### src/rtl/arb_pkg.sv
`default_nettype none
// ============================================================================
//  Module      : arb_pkg
//  Description : Shared types, constants and the round-robin pick function
//                used by the 4-way round-robin arbiter.
//                  N_REQ        - number of requesters (4)
//                  ID_W         - width of a requester index (2)
//                  arb_state_t  - arbiter state: IDLE / GRANT
//                  pick_t       - {found, id} result of a priority search
//                  rr_pick()    - circular search starting at a pointer,
//                                 optionally skipping one index
//  Revision    : 1.0  initial release
// ============================================================================
package arb_pkg;

    localparam int N_REQ = 4;
    localparam int ID_W  = 2;

    typedef enum logic [0:0] {
        IDLE  = 1'b0,
        GRANT = 1'b1
    } arb_state_t;

    typedef struct packed {
        logic            found;
        logic [ID_W-1:0] id;
    } pick_t;

    // Scans ptr, ptr+1, ... modulo N_REQ and returns the first requesting
    // index. The index arithmetic relies on ID_W-bit wrap-around, so 3+1
    // lands on 0 without an explicit modulo. When excl_en is set, excl_id
    // is never returned even if it is requesting.
    function automatic pick_t rr_pick(
        input logic [N_REQ-1:0] req,
        input logic [ID_W-1:0]  ptr,
        input logic             excl_en,
        input logic [ID_W-1:0]  excl_id
    );
        pick_t           res;
        logic [ID_W-1:0] idx;
        res = '0;
        idx = '0;
        for (int k = 0; k < N_REQ; k++) begin
            idx = ptr + ID_W'(k);
            if (!res.found && req[idx] && !(excl_en && (idx == excl_id))) begin
                res.found = 1'b1;
                res.id    = idx;
            end
        end
        return res;
    endfunction

endpackage : arb_pkg
`default_nettype wire

### src/rtl/decoder_2x4.sv
`default_nettype none
// ============================================================================
//  Module      : decoder_2x4
//  Description : 2-to-4 one-hot decoder with enable.
//  Ports       : en    in  1  enable; output is all-zero when low
//                addr  in  2  index of the bit to assert
//                y     out 4  one-hot output
//  Revision    : 1.0  initial release
// ============================================================================
module decoder_2x4 (
    input  logic       en,
    input  logic [1:0] addr,
    output logic [3:0] y
);

    always_comb begin
        y = 4'b0000;
        if (en) begin
            y[addr] = 1'b1;
        end
    end

endmodule : decoder_2x4
`default_nettype wire

### src/rtl/rr_arbiter_4.sv
`default_nettype none
// ============================================================================
//  Module      : rr_arbiter_4
//  Description : Round-robin arbiter sharing one resource among 4 requesters.
//                The winner index and a valid flag are registered; the
//                one-hot grant is decoded combinationally from them. An owner
//                keeps the grant while it requests, but after MAX_HOLD
//                consecutive cycles it is rotated away if anyone else waits.
//  Parameters  : MAX_HOLD   max consecutive grant cycles while others wait
//                           (legal range 2..256)
//  Ports       : clk        in  1  rising-edge clock
//                rst_n      in  1  asynchronous active-low reset
//                en         in  1  enable; low releases grant, no new grants
//                req        in  4  level request vector
//                gnt        out 4  one-hot grant, 0000 when gnt_valid=0
//                gnt_id     out 2  index of current owner
//                gnt_valid  out 1  a grant is active
//  Revision    : 1.0  initial release
// ============================================================================
module rr_arbiter_4
    import arb_pkg::*;
#(
    parameter int MAX_HOLD = 16
) (
    input  logic             clk,
    input  logic             rst_n,
    input  logic             en,
    input  logic [N_REQ-1:0] req,
    output logic [N_REQ-1:0] gnt,
    output logic [ID_W-1:0]  gnt_id,
    output logic             gnt_valid
);

    localparam int              HOLD_W   = $clog2(MAX_HOLD);
    localparam logic [HOLD_W-1:0] HOLD_LAST = HOLD_W'(MAX_HOLD - 1);

    // ------------------------------------------------------------------
    // Registers
    // ------------------------------------------------------------------
    arb_state_t        r_state;
    logic [ID_W-1:0]   r_ptr;
    logic [ID_W-1:0]   r_gnt_id;
    logic              r_gnt_valid;
    logic [HOLD_W-1:0] r_hold_cnt;

    arb_state_t        w_state_nxt;
    logic [ID_W-1:0]   w_ptr_nxt;
    logic [ID_W-1:0]   w_gnt_id_nxt;
    logic              w_gnt_valid_nxt;
    logic [HOLD_W-1:0] w_hold_cnt_nxt;

    // ------------------------------------------------------------------
    // Search results
    //   w_pick_open : plain search from ptr (new grant / release handover)
    //   w_pick_excl : search from ptr skipping the current owner (rotation)
    // ------------------------------------------------------------------
    pick_t             w_pick_open;
    pick_t             w_pick_excl;
    logic              w_owner_req;
    logic              w_hold_last;
    logic              w_others_req;

    assign w_pick_open  = rr_pick(req, r_ptr, 1'b0, r_gnt_id);
    assign w_pick_excl  = rr_pick(req, r_ptr, 1'b1, r_gnt_id);
    assign w_owner_req  = req[r_gnt_id];
    assign w_hold_last  = (r_hold_cnt == HOLD_LAST);
    assign w_others_req = |(req & ~(N_REQ'(1) << r_gnt_id));

    // ------------------------------------------------------------------
    // Next-state logic
    // ------------------------------------------------------------------
    always_comb begin
        w_state_nxt     = r_state;
        w_ptr_nxt       = r_ptr;
        w_gnt_id_nxt    = r_gnt_id;
        w_gnt_valid_nxt = r_gnt_valid;
        w_hold_cnt_nxt  = r_hold_cnt;

        case (r_state)
            IDLE: begin
                if (en && w_pick_open.found) begin
                    w_state_nxt     = GRANT;
                    w_gnt_id_nxt    = w_pick_open.id;
                    w_gnt_valid_nxt = 1'b1;
                    w_hold_cnt_nxt  = '0;
                    w_ptr_nxt       = w_pick_open.id + ID_W'(1);
                end
            end

            GRANT: begin
                if (!en) begin
                    // Disable wins over everything; ptr is kept so the next
                    // enable resumes the rotation where it stopped.
                    w_state_nxt     = IDLE;
                    w_gnt_valid_nxt = 1'b0;
                end else if (!w_owner_req) begin
                    // Owner released: hand over on this same edge so there
                    // is no dead cycle between owners.
                    if (w_pick_open.found) begin
                        w_gnt_id_nxt   = w_pick_open.id;
                        w_hold_cnt_nxt = '0;
                        w_ptr_nxt      = w_pick_open.id + ID_W'(1);
                    end else begin
                        w_state_nxt     = IDLE;
                        w_gnt_valid_nxt = 1'b0;
                    end
                end else if (w_hold_last && w_others_req) begin
                    // Hold budget spent and someone else is waiting: the
                    // excluded search is guaranteed to find them.
                    w_gnt_id_nxt   = w_pick_excl.id;
                    w_hold_cnt_nxt = '0;
                    w_ptr_nxt      = w_pick_excl.id + ID_W'(1);
                end else if (w_hold_last) begin
                    // Sole requester: keep the grant, restart the budget.
                    w_hold_cnt_nxt = '0;
                end else begin
                    w_hold_cnt_nxt = r_hold_cnt + HOLD_W'(1);
                end
            end

            default: begin
                w_state_nxt     = IDLE;
                w_gnt_valid_nxt = 1'b0;
            end
        endcase
    end

    // ------------------------------------------------------------------
    // State register
    // ------------------------------------------------------------------
    always_ff @(posedge clk or negedge rst_n) begin
        if (!rst_n) begin
            r_state     <= IDLE;
            r_ptr       <= '0;
            r_gnt_id    <= '0;
            r_gnt_valid <= 1'b0;
            r_hold_cnt  <= '0;
        end else begin
            r_state     <= w_state_nxt;
            r_ptr       <= w_ptr_nxt;
            r_gnt_id    <= w_gnt_id_nxt;
            r_gnt_valid <= w_gnt_valid_nxt;
            r_hold_cnt  <= w_hold_cnt_nxt;
        end
    end

    // ------------------------------------------------------------------
    // Outputs: gnt depends only on registers, so an asynchronous reset
    // clears it immediately.
    // ------------------------------------------------------------------
    decoder_2x4 u_gnt_dec (
        .en   (r_gnt_valid),
        .addr (r_gnt_id),
        .y    (gnt)
    );

    assign gnt_id    = r_gnt_id;
    assign gnt_valid = r_gnt_valid;

endmodule : rr_arbiter_4
`default_nettype wire

### config.mk
export PLATFORM = sky130hd
export DESIGN_NAME = rr_arbiter_4
export DESIGN_NICKNAME = d
export VERILOG_FILES = /design/src/rtl/arb_pkg.sv /design/src/rtl/decoder_2x4.sv /design/src/rtl/rr_arbiter_4.sv
export SDC_FILE = /design/constraint.sdc
export NUM_CORES = 1
export LEC_CHECK = 0
export ABC_AREA = 1
export BUFFER_PORTS_ARGS = -buffer_cell sky130_fd_sc_hd__buf_2
export CORE_MARGIN = 1.5
export CORE_UTILIZATION = 60
export CTS_CLUSTER_SIZE = 28
export DETAILED_ROUTE_END_ITERATION = 8
export PLACE_DENSITY_LB_ADDON = 0.15
export RECOVER_POWER = 100
export SLEW_MARGIN = 25
export SYNTH_ARGS = -nofsm -noshare
export SYNTH_HDL_FRONTEND = slang
export SYNTH_SLANG_ARGS = --single-unit
### constraint.sdc
create_clock -name clk -period 4.2 [get_ports clk]
set_clock_uncertainty 0.1 [all_clocks]
set_input_delay 0 -clock clk [delete_from_list [all_inputs] [get_ports clk]]
set_output_delay 0 -clock clk [all_outputs]
set_load 0.005 [all_outputs]
After elaboration in Yosys (flattened, before gate mapping):

Cells that the tools add are included.

* word-level logic and storage cells: 109
* output and inout bits: 7
* bits in registers: 10
* input port bits: 7

* bitwise operators: 3
* reduce and logical (&&, ||, !) cells: 27
* magnitude comparators: 6
* equal/unequal tests: 11
* shift operators: 1
* add/sub/neg operators: 6
* muxes and demuxes: 50

Operators by type and width (count)
* $mux W4: 7
* $mux W2: 11
* $mux W3: 7
* $lt A2 B3 Y1 const B: 5
* $mux W1: 14
* $logic_and A1 B1 Y1: 13
* $bmux W1 S2: 5
* $logic_not A1 Y1: 10
* $eq A2 B2 Y1: 4
* $pmux W2 S2: 2
* $pmux W4 S2: 1
* $add A2 B1 Y2 const B: 3
* $ne A3 B3 Y1 const B: 2
* $reduce_and A3 Y1: 2
* $add A2 B2 Y2 const B: 2
* $add A4 B1 Y4 const B: 1
* $and A4 B4 Y4: 1
* $eq A4 B4 Y1 const B: 1
* $ne A2 B2 Y1 const B: 2
* $not A4 Y4: 1
* $pmux W1 S2: 2
* $reduce_and A4 Y1: 1
* $reduce_or A4 Y1: 1
* $shl A1 B2 Y4 const A: 1
* 5 further kinds: 5

Logic depth before layout (Yosys ltp):

Gate-level depths: netlist (run 1).

* depth after elaboration: 21
* depth in mapped cells: 16
* depth with buffers taken out: 15

Hierarchy:

A second synthesis (run 1) with hierarchy kept.

* cells, all modules: 173
* area total of the unflattened synthesis: 1109.8 µm²

Modules (own cells, without submodules)
* rr_arbiter_4: cells an instance 165, sequential area each 250.2 µm², area an instance 1079.8 µm², times used 1
* decoder_2x4: cells an instance 8, sequential area each 0.0 µm², area an instance 30.0 µm², times used 1

Worst setup path after synthesis (run 1):

OpenSTA, ideal clock, no wires.

* kind: reg-to-reg
* start point: reg r_ptr[1]
* end point: reg r_ptr[0]
* data arrival time: 1.499 ns
* clock period less this slack: 1.719 ns
* setup time: 0.120 ns
* path buffers: 1
* setup slack: 2.481 ns
* required time: 3.980 ns
* cell stages (with the launch flop): 16
* path through: dfrtp_1 -> buf_6 -> inv_2 -> nand2_1 -> nand2_2 -> nand2_1 -> nand2_4 -> nand2_2 -> nor2_4 -> nand2_2 -> nand3_1 -> nand2_1 -> nand2_1 -> o21ai_2 -> nand2_2 -> o21ai_2

* word-level cells in the longest chain between the ends: 21
* elaborated cells on any way between the ends: 55
* those cells by class: add/sub: 5; eq/ne: 6; mux: 22; reduce/logical: 22

Ends and longest elaborated chain
* start: declaration: line rr_arbiter_4.sv:41 `logic [ID_W-1:0] r_ptr;`
* start signal: assignment: line rr_arbiter_4.sv:140 `r_ptr <= w_ptr_nxt;`
* branches (longest 21 deep; another with $add A2 B1 Y2)

Several ways; the timed one is not identified. The select of a mux whose other input is x is not followed.
A chain may end at the register's enable or synchronous reset.

Final worst setup path (run 1):

* start point: reg r_ptr[0]
* end point: reg r_gnt_id[1], in the netlist gnt_id[1]

* word-level cells in the longest chain between the ends: 20
* elaborated cells on any way between the ends: 53
* those cells by class: add/sub: 3; eq/ne: 6; mux: 22; reduce/logical: 22

Ends and longest elaborated chain
* branches (longest 20 deep; another with $add A2 B1 Y2)
* end signal: assignment: line rr_arbiter_4.sv:141 `r_gnt_id <= w_gnt_id_nxt;`
* end: declaration: line rr_arbiter_4.sv:42 `logic [ID_W-1:0] r_gnt_id;`

Several ways; the timed one is not identified. The select of a mux whose other input is x is not followed.

==> reports/metrics.cfg, run 1 <==
[route]
vias = 1157
first_pass_iters = 4
drcViolationCount = 0
viasPerCell = 5.38
post_drt_wl_per_cell_microns = 12.3
drt_iter0_markers = 50
antenna_left = 0
totalWireLength_microns = 2650

[clocking]
cts_setup_buffers = 0
clock_latency_ns = 0.27
clockRootBuffer = clkbuf_4
numCtsBuffers = 3
cts_sinks = 10
h-tree-depth = 1
cts_buffer_depth = 2
clkTransAtPathRegs_ns = 0.07
cts_tree = done

[sta]
maxSlewViolCount = 0
relSlewSlack_pct = 45.8
fin_crit_sh_pct = 70.5
rsz0062_at_grt = false
fmax_mhz = 338
setup_ws_ns = 1.24
setup_viol = 0
worst_pin_slew_ns = 0.805
hold_viol_final = 0
fin_tns_setup_ns = 0
period_needed_ns = 2.96

[synthesis]
yosys.area.top_type = dfrtp_1
ys_ff_latch = 10
synth_seq_area_share_pct = 22.0
yosysWarningCount = 0
synthCells = 175
syn_nets = 183
netlist.area_leader.share_pct = 22.0
ys_types = 31
syn-mean-instance-area_sq_um = 6.51
syn_area_sq_mm = 0.00114
synthTopCellsByArea = dfrtp_1 22%, nand2_1 18%, nand2_2 7.1%, nand2_4 5.9%, nand3_1 5.7%

[min_path]
hold_class = in -> async

[power]
p_int_w = 0.000480
power-per-cell-area_mw_per_mm2 = 938
combPwrFrac_pct = 74.6
ir_drop_v = 0.000477
clockPowerShare_pct = 7.7
net-switching-power_w = 0.000669
swShare_pct = 58.2
p_seq_share_pct = 17.7
leakagePower_nw = 0.659

[finish]
finalInstanceArea_sq_mm = 0.00122
nets = 199
drive_gt1_share_pct = 23.2
area_growth_pct = 7.58
final_cell_mix = 56 x nand2_1, 19 x inv_1, 15 x nor2_1
final_common_cell = nand2_1
antennaDiodeCount = 0

[floorplanning]
rows = 15
die_h_microns = 46.6
start_util_pct = 65.2
pin_count = 14
core_sq_mm = 0.00175
die-area_sq_mm = 0.00217
die_w_microns = 46.6

[global_routing]
met1_usage_pct = 34.6
grt_overflow = 0
grt_max_degree = 13
grt_use_total_pct = 27.5
use_met3_pct = 7.06
grt.met2_usage_pct = 49.2
grt_pass1_vias = 981
grt_busiest_layer = met2
antenna_found_initial = 0
grt_pass1_wl_microns = 4180

[placement]
place_ws_ns = 2.02
dpl_cell_area_sq_mm = 0.00120
gp_congestion = 0.961
portBuffers = 13
place_hpwl_microns = 2160

[critical_path]
cp.arrival_ns = 3.02
cp_max_fo = 12
crit_type = reg -> reg
cp-end-kind = flip-flop
required_ns = 4.26
cp-start-kind = flip-flop

[run]
cap_violations = 0

[run_status]
status = completed

[cells by family after synthesis]
kind of cell / after synthesis / synth area share [%]
xor gates and xnor gates: 1 / 0.769
AOI/OAI and AO/OA: 24 / 16.0
adders and majority gates: 1 / 1.10
and+or+nand+nor: 113 / 49.8
buffers and inverters: 26 / 10.3
DFF: 10 / 22.0
[state kept, by name, summed over array words and instances, names as in the netlist]
register and count:
gnt_id 2, gnt_valid 1, r_hold_cnt 4, r_ptr 2, r_state 1
[power by group through the flow]
stage | combinational, W | sequential [W] | clock, W
4_1_cts | 0.000892 | 0.000202 | 0.0000894
3_5_place_dp | 0.000886 | 0.000203 | 0
3_3_place_gp | 0.000864 | 0.000201 | 0
2_1_floorplan | 0.000788 | 0.000154 | 0
6_report | 0.000857 | 0.000203 | 0.0000884
5_1_grt | 0.000964 | 0.000207 | 0.0000939
[metrics by stage]
stage | power (W) | std cells | util (%) | hold slack, ns
global placement | 0.00106 | 209 | 68.9 | -0.235
CTS | 0.00118 | 215 | 72.1 | 0.0113
floorplan | 0.000942 | 175 | - | -0.396
global route | 0.00126 | 215 | 70.2 | 0.167
detailed placement | 0.00109 | 209 | 68.9 | -0.230
finish | 0.00115 | 215 | 70.2 | 0.122
[timing repair]
item | 4_1_cts | 5_1_grt
hold buffers | 2 | 0
endpoints found under the hold margin | 14 | 0
resized for setup | 0 | 0
[cell usage after synthesis, drive strengths merged]
master    n
nand2    73
inv      22
nor2     18
nand3    16
o21ai    14
dfrtp    10
nand4     4
a21oi     3
buf       3
nor3      2
o211ai    2
a31oi     1
a41oi     1
clkbuf    1
ha        1
o2111ai   1
o21a      1
o41ai     1
xnor2     1
[worst max-delay path: stages (launching register included)]
cell,delay [ns]
dfrtp_1,0.63
inv_1,0.28
nand2_1,0.14
nand2_1,0.13
nand2_1,0.15
nand3_1,0.17
o21ai_0,0.68
inv_4,0.13
o21ai_4,0.13
inv_1,0.13
nand3_1,0.10
o21ai_1,0.07
[final timing paths]
path                       cells past startpoint  slack [ns]             to          start
hold / removal                                 2        0.12      gnt_id[1]          rst_n
hold reg to reg                                2        0.42  r_hold_cnt[1]  r_hold_cnt[1]
max in group asynchronous                      2        3.50      gnt_valid          rst_n
setup reg to reg                              11        1.24      gnt_id[1]       r_ptr[0]
min in group clk                               5        0.24  r_hold_cnt[2]         req[2]
setup / recovery                              11        1.24      gnt_id[1]       r_ptr[0]
[cell type report]
| class | count | area (sq um) |
|---|---|---|
| Timing Repair Buffer | 15 | 81.3 |
| Tap cell | 25 | 31.3 |
| Sequential cell | 10 | 250 |
| Clock buffer | 4 | 36.3 |
| Multi-Input combinational cell | 139 | 741 |
| Inverter | 22 | 85.1 |
| Fill cell | 167 | 520 |
[routing by layer]
layer,wire (microns),part of all wire [%],vias up
met5,0,0,-
met4,0,0,0
met3,117,4.4,0
met2,1350,51,28
met1,1190,45,526
li1,-,-,603
Note: power is estimated with default switching activity, not from simulation.
==> inputs of run 2 (changes only) <==
--- a/config.mk
+++ b/config.mk
@@ -5,10 +5,10 @@
 export SDC_FILE = /design/constraint.sdc
 export NUM_CORES = 1
 export LEC_CHECK = 0
-export ABC_AREA = 1
+export ABC_AREA = 0
 export BUFFER_PORTS_ARGS = -buffer_cell sky130_fd_sc_hd__buf_2
 export CORE_MARGIN = 1.5
-export CORE_UTILIZATION = 60
+export CORE_UTILIZATION = 51
 export CTS_CLUSTER_SIZE = 28
 export DETAILED_ROUTE_END_ITERATION = 8
 export PLACE_DENSITY_LB_ADDON = 0.15
==> constraint.sdc (replaced) <==
create_clock -name clk -period 2.4 [get_ports clk]
set_clock_uncertainty 0.1 [all_clocks]
set_input_delay 0 -clock clk [delete_from_list [all_inputs] [get_ports clk]]
set_output_delay 0 -clock clk [all_outputs]
set_load 0.005 [all_outputs]
==> reports/metrics.cfg, run 2 <==
[route]
post_drt_wl_per_cell_microns = 15.3
met3_length_microns = 176
viasPerCell = 6.26
antenna_left = 0
vias = 1095
totalWireLength_microns = 2680
drt_iter0_markers = 56
wl_met1_microns = 1200
first_pass_iters = 4
routed.top_layer = met4
dr_wl_met2_microns = 1260
drcViolationCount = 0

[global_routing]
grt_overflow = 0
grt_use_total_pct = 26.3
grt_pass1_wl_microns = 4190
grt_max_degree = 15
antenna_found_initial = 0
grt_pass1_vias = 985

[finish]
area_growth_pct = 21.5
antennaDiodeCount = 0
final_cell_mix = 12 x nor2_1, 12 x nand2_1, 10 x o21ai_0, 10 x buf_4
largest_reg_flops = 4
fillers = 162
multi_input_area_sq_um = 741
regArea_sq_um = 251
drive_gt1_share_pct = 26.0
largest-register = r_hold_cnt
nets = 159
finalInstanceArea_sq_mm = 0.00124

[synthesis]
synth_top_family_by_area = compound AO/OA/AOI/OAI gates
synth_xor_xnor_area_share_pct = 2.58
synth_simple_gate_area_share_pct = 23.6
ys_ff_latch = 10
synth_edf_count = 0
synthCells = 129
syn_area_sq_mm = 0.00102
syn_nets = 137
syn-mean-instance-area_sq_um = 7.89
synth.area.mux_share_pct = 8.73
synthFlopType = dfrtp_1
yosysWarningCount = 0
async_flop_share_pct = 100
yosys.area.top_type = dfrtp_1
synth-adder-area-share_pct = 1.23
netlist.area_leader.share_pct = 24.6
synthTopCellsByArea = dfrtp_1 25%, o21ai_0 5.4%, nand2_1 4.4%, nor2_1 4.4%, a21oi_1 3.9%
ys_types = 48
synth_seq_area_share_pct = 24.6
synth_compound_area_share_pct = 33.5
synth_common_cells = 12 x nand2_1, 12 x nor2_1, 11 x o21ai_0

[placement]
gp_congestion = 0.892
portBuffers = 13
dpl_cell_area_sq_mm = 0.00115
place_hpwl_microns = 1950

[floorplanning]
die-area_sq_mm = 0.00227
rows = 15
pin_count = 14
start_util_pct = 56.5
core_sq_mm = 0.00180
die_h_microns = 47.7
die_w_microns = 47.7

[critical_path]
cp-start-kind = flip-flop
cp_cell_sequence = buf_4 -> xnor2_2 -> buf_4 -> a21oi_1 -> o22a_1 -> a21oi_2 -> o21a_1 -> or3_1 -> a31oi_1
crit_type = reg -> reg
required_ns = 2.50
cp.arrival_ns = 2.42
cp_max_fo = 14
crit_slowest_cell = dfrtp_2
crit_top_cell = buf_4
ff2ff_path_depth = 9
reg2reg_from = r_ptr[1]
cp-end-kind = flip-flop
r2r_end = gnt_id[1]
slowest_delay_ns = 0.46
r2r_slack_ns = 0.08

[clocking]
cts_tree = done
clock_latency_ns = 0.28
clockRootBuffer = clkbuf_4
numCtsBuffers = 3
cts_sinks = 10
h-tree-depth = 1
clkTransAtPathRegs_ns = 0.07
cts_buffer_depth = 2

[sta]
worst_pin_slew_ns = 0.573
relSlewSlack_pct = 61.6
rsz0062_at_grt = true
period_needed_ns = 2.32
hold_viol_final = 0
fin_tns_setup_ns = 0
setup_viol = 0
maxSlewViolCount = 0
fin_crit_sh_pct = 96.8
fmax_mhz = 431

[run]
cap_violations = 0

[power]
ir_drop_v = 0.000730
power-per-cell-area_mw_per_mm2 = 1300
leakagePower_nw = 0.503

[min_path]
hold_class = in -> async

[run_status]
status = completed

run 2: cell types whose count changed in the layout (fill, tap and decap cells not counted), moves of 3 or more:
| cell | delta |
|---|---|
| nand2_2 | -12 |
| nand2_4 | -5 |
| nand3_1 | -12 |
| nand2_1 | -44 |
| inv_1 | -17 |
| nor2b_1 | +3 |
| buf_4 | +10 |
| o21ai_2 | -3 |
| nand2b_1 | +5 |
| nor2_1 | -3 |
| mux2i_2 | +3 |
| nand4_1 | -4 |
| a21oi_1 | +4 |
run 2: cell families (layout without fill, tap and decap cells):
| logic type | Yosys count | after routing |
|---|---|---|
| muxes | 7 | 7 |
| DFF | 10 | 10 |
| buffers and inverters | 13 | 34 |
| AOI/OAI and AO/OA | 48 | 48 |
| and+or+nand+nor | 47 | 47 |
| xor gates and xnor gates | 3 | 3 |
| adders and majority gates | 1 | 1 |
run 2: worst max path at each step:
stage          startpoint         to  slack (ns)  cells after the start
2_1_floorplan    r_ptr[1]   r_ptr[1]        0.23                      8
3_3_place_gp     r_ptr[1]   r_ptr[1]        0.13                      8
3_5_place_dp     r_ptr[1]   r_ptr[0]        0.04                      8
4_1_cts          r_ptr[1]   r_ptr[0]        0.03                      7
5_1_grt          r_ptr[1]   r_ptr[1]       -0.06                      8
6_report         r_ptr[1]  gnt_id[1]        0.08                      9
run 2: what timing repair did:
action | CTS | global route
hold buffers | 1 | 0
setup buffers | 0 | 1
setup endpoints to repair | 0 | 4
gates resized for setup | 0 | 9
endpoints found under the hold margin | 10 | 0
run 2: worst max-delay path: cells and delay by family (launching register included):
family | cells | cell delay (ns)
xor+xnor | 1 | 0.15
compound gates | 5 | 0.84
buf+inv | 2 | 0.35
simple gates | 1 | 0.35
flops | 1 | 0.46
run 2: cell type report:
class | instances | share of cell area (%)
clock buffer | 4 | 2.94
tap | 25 | 2.53
sequential | 10 | 20.3
multi-input combinational | 106 | 59.9
inverter | 4 | 1.21
timing repair buffer | 26 | 13.1
run 2: where the power goes:
part	leakage, nW	total, W	switching [W]	internal (W)
registers	0.124	0.000283	0.0000665	0.000217
logic	0.359	0.00118	0.000646	0.000530
clock network	0.0210	0.000152	0.0000596	0.0000922
total	0.503	0.00161	0.000773	0.000839
run 2: metal layers:
| layer | GRT usage, % | vias to the layer above |
|---|---|---|
| li1 | - | 526 |
| met1 | 35.4 | 519 |
| met2 | 41.6 | 43 |
| met3 | 7.17 | 7 |
| met4 | 7.57 | 0 |
| met5 | 0 | - |
run 2: metrics by stage:
step	power (W)	utilization (%)	hold WS (ns)	cells	worst slack, ns
after floorplan	0.00104	-	-0.396	129	0.227
after global placement	0.00131	64.0	-0.234	169	0.128
after detailed placement	0.00134	64.0	-0.233	169	0.0435
after CTS	0.00150	66.5	0.00982	174	0.0279
after global routing	0.00173	68.6	0.146	175	-0.0618
final	0.00161	68.6	0.107	175	0.0779
==> inputs of run 3 (changes only) <==
--- a/config.mk
+++ b/config.mk
@@ -7,7 +7,6 @@
 export LEC_CHECK = 0
 export ABC_AREA = 0
 export BUFFER_PORTS_ARGS = -buffer_cell sky130_fd_sc_hd__buf_2
-export CORE_MARGIN = 1.5
 export CORE_UTILIZATION = 51
 export CTS_CLUSTER_SIZE = 28
 export DETAILED_ROUTE_END_ITERATION = 8
==> reports/metrics.cfg, run 3 (synthesis gave the netlist of run 2 again) <==
[sta]
setup_viol = 0
maxSlewViolCount = 0
setup_ws_ns = 0.104
rsz0062_at_grt = false
fin_crit_sh_pct = 95.7
fin_tns_setup_ns = 0
hold_viol_final = 0
fmax_mhz = 436
relSlewSlack_pct = 60.7
worst_pin_slew_ns = 0.587
period_needed_ns = 2.30
hold_ws_ns = 0.112

[placement]
gp_congestion = 0.932
portBuffers = 13
dpl_cell_area_sq_mm = 0.00117
place_hpwl_microns = 1950
place_ws_ns = 0.0830

[route]
viasPerCell = 6.19
totalWireLength_microns = 2610
drt_iter0_markers = 42
first_pass_iters = 4
antenna_left = 0
drcViolationCount = 0
post_drt_wl_per_cell_microns = 14.9
vias = 1084

[global_routing]
grt_max_degree = 16
antenna_found_initial = 0
grt_pass1_wl_microns = 4090
grt_overflow = 0
grt_pass1_vias = 883
grt_use_total_pct = 27.0

[finish]
fillers = 170
nets = 160
drive_gt1_share_pct = 24.7
final_cell_mix = 12 x nor2_1, 12 x nand2_1, 11 x o21ai_0
area_growth_pct = 20.2
antennaDiodeCount = 0
largest-register = r_hold_cnt
finalInstanceArea_sq_mm = 0.00122
largest_reg_flops = 4

[critical_path]
cp_top_family = compound AO/OA/AOI/OAI gates
reg2reg_from = r_ptr[1]
required_ns = 2.43
ff2ff_path_depth = 8
crit_type = reg -> reg
cp_max_fo = 5
cp-start-kind = flip-flop
cp-end-kind = flip-flop
cp_cell_sequence = mux2i_4 -> buf_4 -> nor3_1 -> o32a_1 -> nor4_4 -> o21a_1 -> nand4bb_1 -> o211ai_2
slowest_delay_ns = 0.41
r2r_end = r_ptr[1]
r2r_slack_ns = 0.10
cp.buffers_inverters = 1
crit_slowest_cell = dfrtp_2
crit_cells = 8
cp-startpoint = r_ptr[1]
cp.arrival_ns = 2.32
critPathCapture = r_ptr[1]

[floorplanning]
pin_count = 14
die_h_microns = 46.7
rows = 15
start_util_pct = 56.5
die-area_sq_mm = 0.00218
core_sq_mm = 0.00180
die_w_microns = 46.7

[clocking]
cts_sinks = 10
clkTransAtPathRegs_ns = 0.06
clock_latency_ns = 0.26
cts_buffer_depth = 2
cts_setup_buffers = 0
numCtsBuffers = 3
clockRootBuffer = clkbuf_4
cts_tree = done
h-tree-depth = 1

[power]
net-switching-power_w = 0.000756
ir_drop_v = 0.000709
clockPowerShare_pct = 7.0
swShare_pct = 48.7
power-per-cell-area_mw_per_mm2 = 1270
p_int_w = 0.000798
p_seq_share_pct = 17.7
leakagePower_nw = 0.498
combPwrFrac_pct = 75.3

[run_status]
status = completed

[run]
cap_violations = 0

[min_path]
hold_class = in -> reg

==> run 3: cell counts in the layout (fill, tap and decap cells not counted) <==
Identical to the previous run, type by type.
==> run 3: through the flow <==
step / cells / utilization (%) / total power (W)
after global placement: 171 / 64.8 / 0.00134
after global routing: 175 / 67.8 / 0.00168
after CTS: 175 / 66.6 / 0.00147
after floorplan: 129 / - / 0.00104
final: 175 / 67.8 / 0.00155
after detailed placement: 171 / 64.8 / 0.00136
==> run 3: tightest hold or removal path: stages <==
cell	delay (ns)
buf_2	0.07
o21ai_1	0.05
clkbuf_1	0.15
nand2_1	0.09
o31ai_1	0.06
==> run 3: cell type report <==
type | instances | area, sq um | share of cell area (%)
Timing Repair Buffer | 27 | 161 | 13.2
Inverter | 4 | 15.0 | 1.23
Tap cell | 25 | 31.3 | 2.56
Sequential cell | 10 | 251 | 20.6
Multi-Input combinational cell | 106 | 741 | 60.6
Clock buffer | 3 | 22.5 | 1.84
==> run 3: routing by layer <==
metal	global-route usage, %	share of wire, %
met5	0	0
met4	5.14	1.2
met3	6.67	6.0
met2	40.8	45
met1	38.9	47
==> run 3: power groups by stage <==
stage	clock, W	sequential (W)	combinational (W)
floorplan	0	0.000248	0.000796
global placement	0	0.000276	0.00106
detailed placement	0	0.000276	0.00109
CTS	0.000111	0.000273	0.00109
global route	0.000120	0.000279	0.00128
finish	0.000108	0.000275	0.00117
==> run 3: how the worst min path moves through the flow <==
stage               start            end  slack, ns  cells past startpoint
floorplan           rst_n      gnt_id[0]      -0.40                      0
global placement    rst_n      gnt_id[0]      -0.23                      1
detailed placement  rst_n      gnt_id[0]      -0.23                      1
CTS                 rst_n       r_ptr[1]       0.03                      2
global route           en  r_hold_cnt[1]       0.16                      5
finish                 en  r_hold_cnt[0]       0.11                      5
==> run 3: timing repair <==
item | CTS | global route
hold buffers | 1 | 0
endpoints found under the setup margin | 0 | 4
resized for setup | 0 | 7
hold endpoints to repair | 10 | 0
